$ cat src/rtl/adc_seq_pkg.sv
// Shared types and constants for the ADC report sequencer.
// Frame format is selected in the top by ADC_SEQ_HEX_EN (hex when defined, binary otherwise).
package adc_seq_pkg;

  typedef enum logic [2:0] {
    ST_IDLE,
    ST_REQ,
    ST_WAIT_DV,
    ST_SEND,
    ST_WAIT_DONE
  } state_e;

  localparam logic [7:0] ASCII_ZERO = 8'h30;
  localparam logic [7:0] ASCII_LF   = 8'h0A;
  localparam logic [7:0] ASCII_CR   = 8'h0D;
  localparam logic [7:0] ASCII_A    = 8'h41;

  localparam int unsigned BIN_DIGITS    = 12;
  localparam int unsigned BIN_FRAME_LEN = 14;
  localparam int unsigned HEX_DIGITS    = 3;
  localparam int unsigned HEX_FRAME_LEN = 5;

  // Binary frame: bit 11 first as '0'/'1', then LF, CR.
  function automatic logic [7:0] bin_char(input logic [11:0] s, input logic [3:0] idx);
    logic [7:0] c;
    if (idx < 4'(BIN_DIGITS)) begin
      c = ASCII_ZERO + {7'd0, s[4'd11 - idx]};
    end else if (idx == 4'(BIN_DIGITS)) begin
      c = ASCII_LF;
    end else begin
      c = ASCII_CR;
    end
    return c;
  endfunction

  // Hex frame: nibble 11:8 first as uppercase ASCII, then LF, CR.
  function automatic logic [7:0] hex_char(input logic [11:0] s, input logic [3:0] idx);
    logic [3:0] nib;
    logic [7:0] c;
    case (idx)
      4'd0:    nib = s[11:8];
      4'd1:    nib = s[7:4];
      default: nib = s[3:0];
    endcase
    if (idx < 4'(HEX_DIGITS)) begin
      c = (nib < 4'd10) ? (ASCII_ZERO + {4'd0, nib}) : (ASCII_A + {4'd0, nib} - 8'd10);
    end else if (idx == 4'(HEX_DIGITS)) begin
      c = ASCII_LF;
    end else begin
      c = ASCII_CR;
    end
    return c;
  endfunction

endpackage

$ cat src/rtl/adc_report_sequencer_tick_gen.sv
// Free-running sample-period counter; o_tick is high while the count sits at SAMPLE_PERIOD-1.
module adc_seq_tick_gen
  import adc_seq_pkg::*;
#(
  parameter int unsigned SAMPLE_PERIOD = 100000000
) (
  input  logic i_clk,
  input  logic i_rst_n,
  output logic o_tick
);

  localparam int unsigned CW = (SAMPLE_PERIOD > 1) ? $clog2(SAMPLE_PERIOD) : 1;

  logic [CW-1:0] cnt_q;
  logic [CW-1:0] cnt_d;
  logic          at_end;

  // Wrap the counter at the end of each period and flag the last count.
  always_comb begin
    at_end = (cnt_q == CW'(SAMPLE_PERIOD - 1));
    cnt_d  = at_end ? '0 : cnt_q + CW'(1);
    o_tick = at_end;
  end

  // Period counter register.
  always_ff @(posedge i_clk or negedge i_rst_n) begin
    if (!i_rst_n) begin
      cnt_q <= '0;
    end else begin
      cnt_q <= cnt_d;
    end
  end

endmodule

$ cat src/rtl/adc_report_sequencer.sv
// Periodic ADC conversion and ASCII report over a byte-wide UART handshake.
// Define ADC_SEQ_HEX_EN for a 3-digit hex frame; default is a 12-digit binary frame.
module adc_report_sequencer
  import adc_seq_pkg::*;
#(
  parameter int unsigned SAMPLE_PERIOD = 100000000,
  parameter logic [5:0]  ADC_CFG_BITS  = 6'b100000,
  parameter int unsigned ADC_TIMEOUT   = 4096
) (
  input  logic        i_clk,
  input  logic        i_rst_n,
  input  logic        i_enable,
  output logic        o_request_conversion,
  output logic [5:0]  o_adc_tx_bits,
  input  logic        i_conv_in_process,
  input  logic        i_adc_dv,
  input  logic [11:0] i_adc_data,
  output logic [7:0]  o_byte_to_send,
  output logic        o_data_valid,
  input  logic        i_good_to_reset_dv,
  input  logic        i_send_complete,
  output logic        o_overrun,
  output logic        o_adc_timeout
);

  localparam int unsigned TW = (ADC_TIMEOUT > 1) ? $clog2(ADC_TIMEOUT) : 1;
  localparam logic [TW-1:0] TO_LAST = TW'(ADC_TIMEOUT - 1);
`ifdef ADC_SEQ_HEX_EN
  localparam logic [3:0] LAST_IDX = 4'(HEX_FRAME_LEN - 1);
`else
  localparam logic [3:0] LAST_IDX = 4'(BIN_FRAME_LEN - 1);
`endif

  function automatic logic [7:0] frame_char(input logic [11:0] s, input logic [3:0] idx);
`ifdef ADC_SEQ_HEX_EN
    return hex_char(s, idx);
`else
    return bin_char(s, idx);
`endif
  endfunction

  state_e        state_q, state_d;
  logic          req_q, req_d;
  logic          dv_q, dv_d;
  logic [7:0]    byte_q, byte_d;
  logic [3:0]    idx_q, idx_d;
  logic [11:0]   sample_q, sample_d;
  logic [TW-1:0] to_cnt_q, to_cnt_d;
  logic          overrun_q, overrun_d;
  logic          timeout_q, timeout_d;
  logic          tick;

  adc_seq_tick_gen #(.SAMPLE_PERIOD(SAMPLE_PERIOD)) u_tick_gen (
    .i_clk   (i_clk),
    .i_rst_n (i_rst_n),
    .o_tick  (tick)
  );

  assign o_request_conversion = req_q;
  assign o_adc_tx_bits        = ADC_CFG_BITS;
  assign o_byte_to_send       = byte_q;
  assign o_data_valid         = dv_q;
  assign o_overrun            = overrun_q;
  assign o_adc_timeout        = timeout_q;

  // Next-state and registered-output logic; the next byte is loaded only when valid is (re)raised.
  always_comb begin
    state_d   = state_q;
    req_d     = req_q;
    dv_d      = dv_q;
    byte_d    = byte_q;
    idx_d     = idx_q;
    sample_d  = sample_q;
    to_cnt_d  = to_cnt_q;
    overrun_d = 1'b0;
    timeout_d = 1'b0;

    if (tick && (state_q != ST_IDLE)) begin
      overrun_d = 1'b1;
    end

    case (state_q)
      ST_IDLE: begin
        if (tick && i_enable) begin
          state_d  = ST_REQ;
          req_d    = 1'b1;
          to_cnt_d = '0;
        end
      end
      ST_REQ: begin
        to_cnt_d = to_cnt_q + TW'(1);
        if (to_cnt_q == TO_LAST) begin
          timeout_d = 1'b1;
          req_d     = 1'b0;
          state_d   = ST_IDLE;
        end else if (i_conv_in_process) begin
          req_d   = 1'b0;
          state_d = ST_WAIT_DV;
        end
      end
      ST_WAIT_DV: begin
        to_cnt_d = to_cnt_q + TW'(1);
        if (i_adc_dv) begin
          sample_d = i_adc_data;
          idx_d    = '0;
          byte_d   = frame_char(i_adc_data, 4'd0);
          dv_d     = 1'b1;
          state_d  = ST_SEND;
        end else if (to_cnt_q == TO_LAST) begin
          timeout_d = 1'b1;
          state_d   = ST_IDLE;
        end
      end
      ST_SEND: begin
        if (i_good_to_reset_dv) begin
          dv_d    = 1'b0;
          state_d = ST_WAIT_DONE;
        end
      end
      ST_WAIT_DONE: begin
        if (i_send_complete) begin
          if (idx_q == LAST_IDX) begin
            state_d = ST_IDLE;
          end else begin
            idx_d   = idx_q + 4'd1;
            byte_d  = frame_char(sample_q, idx_q + 4'd1);
            dv_d    = 1'b1;
            state_d = ST_SEND;
          end
        end
      end
      default: state_d = ST_IDLE;
    endcase
  end

  // State and output registers.
  always_ff @(posedge i_clk or negedge i_rst_n) begin
    if (!i_rst_n) begin
      state_q   <= ST_IDLE;
      req_q     <= 1'b0;
      dv_q      <= 1'b0;
      byte_q    <= 8'h00;
      idx_q     <= '0;
      sample_q  <= '0;
      to_cnt_q  <= '0;
      overrun_q <= 1'b0;
      timeout_q <= 1'b0;
    end else begin
      state_q   <= state_d;
      req_q     <= req_d;
      dv_q      <= dv_d;
      byte_q    <= byte_d;
      idx_q     <= idx_d;
      sample_q  <= sample_d;
      to_cnt_q  <= to_cnt_d;
      overrun_q <= overrun_d;
      timeout_q <= timeout_d;
    end
  end

endmodule

$ cat config.mk
export PLATFORM = sky130hd
export DESIGN_NAME = adc_report_sequencer
export DESIGN_NICKNAME = d
export VERILOG_FILES = /design/src/rtl/adc_seq_pkg.sv /design/src/rtl/adc_report_sequencer_tick_gen.sv /design/src/rtl/adc_report_sequencer.sv
export SDC_FILE = /design/constraint.sdc
export NUM_CORES = 1
export LEC_CHECK = 0
export ABC_AREA = 1
export ABC_CLOCK_PERIOD_IN_PS = 2000
export CAP_MARGIN = 20
export CELL_PAD_IN_SITES_DETAIL_PLACEMENT = 0
export CELL_PAD_IN_SITES_GLOBAL_PLACEMENT = 1
export CORE_MARGIN = 3
export CORE_UTILIZATION = 34
export DETAILED_ROUTE_END_ITERATION = 8
export GPL_TIMING_DRIVEN = 0
export PLACE_DENSITY_LB_ADDON = 0.1
export SYNTH_ARGS = -nofsm -noshare
export SYNTH_HDL_FRONTEND = slang
export SYNTH_SLANG_ARGS = --single-unit
$ cat constraint.sdc
create_clock -name i_clk -period 2 [get_ports i_clk]
set_input_delay 0.2 -clock i_clk [delete_from_list [all_inputs] [get_ports i_clk]]
set_output_delay 0.2 -clock i_clk [all_outputs]
set_load 0.005 [all_outputs]
==> results of run 1 <==
[area by class of cell]
class	instances	area (um^2)	share of cell area (%)
multi-input combinational	376	1900	40.4
sequential	67	1680	35.6
timing repair buffer	30	315	6.69
clock buffer	11	243	5.15
inverter	64	240	5.10
tap	140	175	3.72
buffer	16	115	2.44
clock inverter	3	40.0	0.850
[placed cells by master (no fill, tap or decap), types with 3 or more instances in the layout]
cell / instances
a21oi_1: 8
buf_2: 4
buf_4: 10
clkbuf_16: 9
clkdlybuf4s50_1: 27
conb_1: 8
dfrtp_1: 66
ha_1: 6
inv_1: 61
nand2_1: 139
nand2_2: 3
nand3_1: 40
nand3_2: 10
nand4_1: 18
nor2_1: 65
nor2_2: 7
nor3_1: 10
o211ai_1: 4
o21ai_0: 16
or2_2: 7
xor2_1: 12
[worst register-to-register path, stage by stage (launching register included)]
cell	delay [ps]
dfrtp_2	440
ha_1	240
xor2_2	210
ha_1	270
inv_1	70
nor2_1	50
nand3_1	70
nand3_1	70
nor2_1	150
nor2_1	80
nor2_1	90
[state kept, by name, indices dropped and copies added, names as in the netlist]
register / cells
to_cnt_q: 12
o_request_conversion: 1
o_adc_timeout: 1
state_q: 3
u_tick_gen.cnt_q: 27
o_byte_to_send: 5
idx_q: 4
sample_q: 12
o_overrun: 1
o_data_valid: 1
[final timing paths]
check,slack [ps],startpoint,to
worst max register to register,190,idx_q[0],o_byte_to_send[0]
max in group asynchronous,1160,i_rst_n,idx_q[0]
min in group i_clk,410,i_adc_data[6],sample_q[6]
worst min-delay path,290,i_rst_n,u_tick_gen.cnt_q[2]
worst min register to register,480,sample_q[0],sample_q[0]
worst max-delay path,190,idx_q[0],o_byte_to_send[0]
[per-layer routing]
metal	global-route usage, %	share of wire (%)	up-vias
li1	-	-	1729
met5	0	0	-
met4	4.41	1.4	0
met2	24.8	45	39
met3	4.44	2.8	10
met1	21.5	51	1543
[timing repair]
item / in CTS / in global routing
endpoints found under the setup margin: 1 / 2
hold endpoints to repair: 16 / 0
hold buffers: 1 / 0
resized for setup: 1 / 8
setup buffers: 0 / 0
[synth_stat cells, types with 3 or more instances]
| library cell | number |
|---|---|
| xor2_1 | 14 |
| nand3_1 | 40 |
| inv_1 | 61 |
| ha_1 | 6 |
| buf_2 | 4 |
| nor2_1 | 66 |
| nor2_2 | 6 |
| o211ai_1 | 4 |
| nand4_1 | 18 |
| nand3_2 | 10 |
| a21oi_1 | 8 |
| nand2_1 | 139 |
| or2_2 | 7 |
| nor3_1 | 10 |
| buf_4 | 9 |
| dfrtp_1 | 67 |
| nand2_2 | 3 |
| o21ai_0 | 16 |
[metrics by stage]
| step | total power [mW] | hold WS [ps] | cells | setup slack, ps |
|---|---|---|---|---|
| 6_report | 4.84 | 292 | 707 | 192 |
| 5_1_grt | 5.24 | 325 | 707 | 0.157 |
| 4_1_cts | 4.89 | 291 | 707 | 57.7 |
| 3_5_place_dp | 3.30 | 97.3 | 692 | -84.0 |
| 3_3_place_gp | 3.29 | 464 | 691 | -1800 |
| 2_1_floorplan | 2.87 | -95.6 | 523 | 259 |
[power by group through the flow]
stage	Combinational, mW	Sequential, mW	Clock, mW
final	1.40	1.88	1.56
after global routing	1.65	1.93	1.66
after floorplan	1.03	1.84	0
after global placement	1.39	1.90	0
after CTS	1.41	1.88	1.60
after detailed placement	1.40	1.90	0
[cell families (layout without fill, tap and decap cells)]
logic type | count (synthesis) | after routing
xor gates and xnor gates | 16 | 16
other | 2 | 8
AOI/OAI and AO/OA | 38 | 38
buffers and inverters | 80 | 124
and+or+nand+nor | 308 | 308
DFF | 67 | 67
adders and majority gates | 6 | 6
==> impl_table.tex, run 1 <==
\begin{tabular}{lr}
\hline
Metric & Value \\
\hline
\multicolumn{2}{l}{\textbf{Yosys}} \\
\quad YS warnings & 0 \\
\quad Async SR Flop Fraction & 100\% \\
\quad Adder-cell area share of the yosys netlist & 1.93\% \\
\quad Ys flop type & dfrtp\_1 \\
\quad Largest family of logic cells by synthesized area & simple AND/OR/NAND/NOR gates \\
\quad Synth top area share & 43.1\% \\
\quad Netlist area before placement & 0.00389 mm\^{}2 \\
\quad Cell types occupying the most area after synthesis & dfrtp\_1, nand2\_1, nor2\_1 \\
\quad Yosys top cell by area & dfrtp\_1 \\
\quad Flops \& latches, synth & 67 \\
\quad Compound-cell area share of the yosys netlist & 5.63\% \\
\quad Xor and xnor fraction of the mapped netlist area & 3.60\% \\
\quad EDFF count, synth & 0 \\
\quad Number of different library cells in the post-synthesis netlist & 41 \\
\quad Basic-gate share of the synthesized area counting and, or, nand and nor cells & 36.6\% \\
\quad Sequential fraction of the synthesis area & 43.1\% \\
\quad Synthesized area per cell & 7.52 um\^{}2 \\
\quad Mux contribution to synthesized area & 0\% \\
\quad Post-synthesis instance total & 517 \\
\multicolumn{2}{l}{\textbf{Clock network}} \\
\quad Clock net sink count & 67 \\
\quad TritonCTS clock tree & done \\
\quad Clock root buffer & clkbuf\_16 \\
\quad H-tree level count & 3 \\
\quad Clk buf depth & 2 \\
\quad Clock-pin transition on the worst setup and hold timing paths & 50 ps \\
\quad Clk\_lat worst skew & 330 ps \\
\quad Cts bufs inserted & 9 \\
\multicolumn{2}{l}{\textbf{Drt}} \\
\quad DRC Markers & 0 \\
\quad Remaining antenna violation count & 0 \\
\quad Ratio of routed vias to standard cells & 4.70 \\
\quad Initial drt markers & 152 \\
\quad Detailed-routing iteration count for the pre-antenna-repair pass & 4 \\
\quad Number of vias after detailed routing & 3321 \\
\quad Sum of routed wire length over all layers & 9.30 mm \\
\quad Detailed-route wire length per cell & 13.2 um \\
\multicolumn{2}{l}{\textbf{Global routing}} \\
\quad Total congestion overflow & 0 \\
\quad Via count of the first global-routing pass & 3388 \\
\quad Largest net degree at the start of global routing & 52 \\
\quad First-pass GRT wire length & 16.3 mm \\
\quad Antenna violations before repair & 0 \\
\quad GRT Util Overall & 15.8\% \\
\multicolumn{2}{l}{\textbf{Floorplanning}} \\
\quad Die Outline Area & 0.0128 mm\^{}2 \\
\quad Row Count & 38 \\
\quad Core Area & 0.0110 mm\^{}2 \\
\quad DIE WIDTH & 113 um \\
\quad Initial core utilization & 35.3\% \\
\quad Number of placed I/O pins & 37 \\
\quad DIE HEIGHT & 113 um \\
\multicolumn{2}{l}{\textbf{Critical path}} \\
\quad Worst path required time & 2260 ps \\
\quad Category of the critical setup timing path & register to register \\
\quad Nature of the critical path startpoint & register \\
\quad Critical path, cell by cell & ha\_1, xor2\_2, ha\_1, inv\_1, nor2\_1, nand3\_1, nand3\_1, nor2\_1, nor2\_1, nor2\_1 \\
\quad Largest stage delay on the critical path & 440 ps \\
\quad Worst path top cell family by delay & adder cells \\
\quad Number of cells on the critical path & 10 \\
\quad R2R depth & 10 \\
\quad Data arrival time at the worst-slack endpoint & 2070 ps \\
\quad CP endpoint kind & register \\
\quad Most frequent cell on the critical path & nor2\_1 \\
\quad Critical path's slowest cell & dfrtp\_2 \\
\quad Critical path buffers and inverters & 1 \\
\quad Critical Path Fanout Max & 6 \\
\multicolumn{2}{l}{\textbf{STA}} \\
\quad Max-slew violation count & 0 \\
\quad Setup skew after layout & 6.04 ps \\
\quad Unrepaired setup endpoints after global routing & false \\
\quad Final Hold Vio Count & 0 \\
\quad Min Tclk post-route & 1810 ps \\
\quad Setup\_tns & 0 ps \\
\quad Final setup violation count & 0 \\
\quad Portion of the clock cycle consumed by the worst path in the final layout & 90.4\% \\
\quad Fmax achieved & 553 MHz \\
\multicolumn{2}{l}{\textbf{Pwr}} \\
\quad Fraction of power spent switching nets & 34.8\% \\
\quad Leak pwr & 2.24 nW \\
\quad Internal power & 3.16 mW \\
\quad Part of the power in registers & 38.8\% \\
\quad Highest ir drop seen on vdd & 0.561 mV \\
\quad Psw & 1.68 mW \\
\quad Clock share of power & 32.3\% \\
\quad Combinational group share of total power & 28.9\% \\
\quad Total power density per cell area & 1030 mW/mm\^{}2 \\
\multicolumn{2}{l}{\textbf{Flow run}} \\
\quad Total of max-cap violations & 0 \\
\multicolumn{2}{l}{\textbf{Place}} \\
\quad Count of buffers inserted at the top-level ports & 28 \\
\quad Placer congestion estimate & 0.841 \\
\quad Half-perimeter wire length after placement & 6.84 mm \\
\quad Post-Place Cell Area & 0.00439 mm\^{}2 \\
\multicolumn{2}{l}{\textbf{Layout}} \\
\quad Net count of the finished layout & 589 \\
\quad Number of fillers in the final layout & 1140 \\
\quad Share of layout cells above drive strength 1 & 12.2\% \\
\quad Finished layout cell area & 0.00471 mm\^{}2 \\
\quad Layout overhead on the synthesized area & 21.1\% \\
\quad Inserted Diodes & 0 \\
\quad Final Util & 42.7\% \\
\multicolumn{2}{l}{\textbf{Status}} \\
\quad Status & complete, no violations \\
\multicolumn{2}{l}{\textbf{Hold path}} \\
\quad Hold Path Class & input pin to asynchronous set/reset pin \\
\hline
\end{tabular}
Power figures use the tool's default switching activity.
==> inputs of run 2 (changes only) <==
--- a/config.mk
+++ b/config.mk
@@ -12,2 +12,3 @@
 export CELL_PAD_IN_SITES_GLOBAL_PLACEMENT = 1
+export CORE_ASPECT_RATIO = 0.7
 export CORE_MARGIN = 3
@@ -16,3 +17,3 @@
 export GPL_TIMING_DRIVEN = 0
-export PLACE_DENSITY_LB_ADDON = 0.1
+export PLACE_DENSITY_LB_ADDON = 0.15
 export SYNTH_ARGS = -nofsm -noshare
--- a/constraint.sdc
+++ b/constraint.sdc
@@ -3,2 +3,2 @@
 set_output_delay 0.2 -clock i_clk [all_outputs]
-set_load 0.005 [all_outputs]
+set_load 0.1 [all_outputs]
==> impl_table.tex, run 2 (synthesis results as in run 1) <==
\begin{tabular}{lr}
\hline
Metric & Value \\
\hline
\multicolumn{2}{l}{\textbf{Layout}} \\
\quad Number of fillers in the final layout & 1108 (was 1140) \\
\quad Register with the highest flop count & u\_tick\_gen.cnt\_q (unchanged) \\
\quad Net count of the finished layout & 589 (unchanged) \\
\quad Share of layout cells above drive strength 1 & 12.3\% (was 12.2\%) \\
\quad Most common cell after layout, fill and taps aside & nand2\_1 (unchanged) \\
\quad Finished layout cell area & 0.00473 mm\^{}2 (was 0.00471 mm\^{}2) \\
\quad Layout overhead on the synthesized area & 21.6\% (was 21.1\%) \\
\quad Largest registers in the final layout & u\_tick\_gen.cnt\_q (27), sample\_q (12), to\_cnt\_q (12) (unchanged) \\
\quad Inserted Diodes & 0 (unchanged) \\
\quad Number of flip-flops in the largest register & 27 (unchanged) \\
\quad Top library cells by usage in the layout, fill and taps aside & nand2\_1, dfrtp\_1, nor2\_1 (unchanged) \\
\multicolumn{2}{l}{\textbf{Clock network}} \\
\quad Clock net sink count & 67 (unchanged) \\
\quad Cts bufs inserted & 9 (unchanged) \\
\quad TritonCTS clock tree & done (unchanged) \\
\quad Clock root buffer & clkbuf\_16 (unchanged) \\
\quad H-tree level count & 3 (unchanged) \\
\quad Clk buf depth & 2 (unchanged) \\
\quad Post-CTS setup buffers & 0 (unchanged) \\
\quad Clock-pin transition on the worst setup and hold timing paths & 50 ps (about the same) \\
\quad Clk\_lat worst skew & 330 ps (about the same) \\
\multicolumn{2}{l}{\textbf{Drt}} \\
\quad DRC Markers & 0 (unchanged) \\
\quad Detailed-routing iteration count for the pre-antenna-repair pass & 5 (was 4) \\
\quad Detailed-route wire length per cell & 13.1 um (was 13.2 um) \\
\quad Initial drt markers & 262 (was 152) \\
\quad Number of vias after detailed routing & 3393 (was 3321) \\
\quad Ratio of routed vias to standard cells & 4.73 (was 4.70) \\
\quad Remaining antenna violation count & 0 (unchanged) \\
\quad Sum of routed wire length over all layers & 9.42 mm (was 9.30 mm) \\
\multicolumn{2}{l}{\textbf{Critical path}} \\
\quad Data arrival time at the worst-slack endpoint & 1770 ps (was 2070 ps) \\
\quad CP endpoint kind & output pin (was register) \\
\quad Critical path's slowest cell & clkdlybuf4s50\_1 (was dfrtp\_2) \\
\quad Category of the critical setup timing path & register to output pin (was register to register) \\
\quad Critical Path Fanout Max & 1 (was 6) \\
\quad Critical path buffers and inverters & 1 (unchanged) \\
\quad Critical path, cell by cell & clkdlybuf4s50\_1 (was ha\_1, xor2\_2, ha\_1, inv\_1, nor2\_1, nand3\_1, nand3\_1, nor2\_1, nor2\_1, nor2\_1) \\
\quad Nature of the critical path startpoint & register (unchanged) \\
\quad Largest stage delay on the critical path & 1120 ps (was 440 ps) \\
\quad Worst path required time & 1800 ps (was 2260 ps) \\
\quad Worst path top cell family by delay & buffers and inverters (was adder cells) \\
\multicolumn{2}{l}{\textbf{Flow run}} \\
\quad Total of max-cap violations & 0 (unchanged) \\
\multicolumn{2}{l}{\textbf{Place}} \\
\quad Placer congestion estimate & 0.862 (was 0.841) \\
\quad Count of buffers inserted at the top-level ports & 28 (unchanged) \\
\quad Post-Place Cell Area & 0.00439 mm\^{}2 (about the same) \\
\quad Half-perimeter wire length after placement & 7.18 mm (was 6.84 mm) \\
\multicolumn{2}{l}{\textbf{STA}} \\
\quad Unrepaired setup endpoints after global routing & false (unchanged) \\
\quad Max-slew violation count & 0 (unchanged) \\
\quad Setup skew after layout & 3.61 ps (was 6.04 ps) \\
\quad Fmax achieved & 508 MHz (was 553 MHz) \\
\quad Portion of the clock cycle consumed by the worst path in the final layout & 98.3\% (was 90.4\%) \\
\quad Transition time at the pin with the least slew margin & 961 ps \\
\quad Final Hold Vio Count & 0 (unchanged) \\
\quad Final setup violation count & 0 (unchanged) \\
\quad Max-slew headroom at the worst pin & 35.7\% \\
\quad Min Tclk post-route & 1970 ps (was 1810 ps) \\
\multicolumn{2}{l}{\textbf{Hold path}} \\
\quad Hold Path Class & input pin to asynchronous set/reset pin (unchanged) \\
\multicolumn{2}{l}{\textbf{Floorplanning}} \\
\quad DIE HEIGHT & 95.5 um (was 113 um) \\
\quad DIE WIDTH & 134 um (was 113 um) \\
\quad Core Area & 0.0107 mm\^{}2 (was 0.0110 mm\^{}2) \\
\quad Row Count & 31 (was 38) \\
\quad Number of placed I/O pins & 37 (unchanged) \\
\quad Die Outline Area & 0.0128 mm\^{}2 (about the same) \\
\quad Initial core utilization & 36.2\% (was 35.3\%) \\
\multicolumn{2}{l}{\textbf{Status}} \\
\quad Status & complete, no violations (unchanged) \\
\multicolumn{2}{l}{\textbf{Pwr}} \\
\quad Final Power & 5.22 mW (was 4.84 mW) \\
\quad Total power density per cell area & 1100 mW/mm\^{}2 (was 1030 mW/mm\^{}2) \\
\quad Leak pwr & 2.28 nW (was 2.24 nW) \\
\quad Highest ir drop seen on vdd & 0.471 mV (was 0.561 mV) \\
\multicolumn{2}{l}{\textbf{Global routing}} \\
\quad Antenna violations before repair & 0 (unchanged) \\
\quad Total congestion overflow & 0 (unchanged) \\
\quad Largest net degree at the start of global routing & 39 (was 52) \\
\quad Via count of the first global-routing pass & 3176 (was 3388) \\
\quad First-pass GRT wire length & 16.2 mm (was 16.3 mm) \\
\quad GRT Util Overall & 16.2\% (was 15.8\%) \\
\hline
\end{tabular}
==> run 2: metal layers <==
layer / part of all wire, % / track usage (%) / vias up
met2: 39 / 22.1 / 66
met3: 5.2 / 4.38 / 7
met5: 0 / 0 / -
met4: 0.90 / 4.37 / 0
met1: 55 / 24.8 / 1589
li1: - / - / 1731
==> run 2: power by group <==
part | leakage, nW | internal [mW] | switching (mW)
Combinational | 1.24 | 0.527 | 1.06
Clock | 0.165 | 1.15 | 0.595
Sequential | 0.876 | 1.63 | 0.255
Total | 2.28 | 3.31 | 1.91
==> run 2: worst paths after layout <==
check / endpoint / slack, ps / startpoint / cells past startpoint
max in group asynchronous: idx_q[0] / 1080 / i_rst_n / 3
worst max register to register: to_cnt_q[2] / 190 / u_tick_gen.cnt_q[0] / 10
min in group i_clk: sample_q[2] / 400 / i_adc_data[2] / 3
worst min register to register: o_byte_to_send[3] / 470 / o_byte_to_send[3] / 2
worst max-delay path: o_overrun / 30 / o_overrun / 1
worst min-delay path: u_tick_gen.cnt_q[23] / 350 / i_rst_n / 2
==> run 2: area by class of cell <==
cell class | instances | area, um^2 | area share, %
clock buffer | 11 | 253 | 5.35
tap | 148 | 185 | 3.92
sequential | 67 | 1680 | 35.5
multi-input combinational | 376 | 1890 | 40.0
clock inverter | 5 | 75.1 | 1.59
inverter | 64 | 240 | 5.08
timing repair buffer | 30 | 297 | 6.27
buffer | 16 | 111 | 2.36
==> run 2: repair_timing <==
item,in CTS,in global routing
gates resized for setup,10,4
endpoints found under the hold margin,29,0
endpoints found under the setup margin,10,4
gates cloned,0,0
hold buffers,1,0
==> run 2: through the flow <==
step	hold slack, ps	setup WS (ps)	std cells	utilization [%]	TNS, ps
2_1_floorplan	-95.6	255	523	-	0
3_3_place_gp	457	-1760	699	40.7	-117370
3_5_place_dp	165	-54.0	700	40.9	-54.0
4_1_cts	363	16.8	717	44.0	0
5_1_grt	393	6.79	717	44.0	0
6_report	352	33.3	717	44.0	0
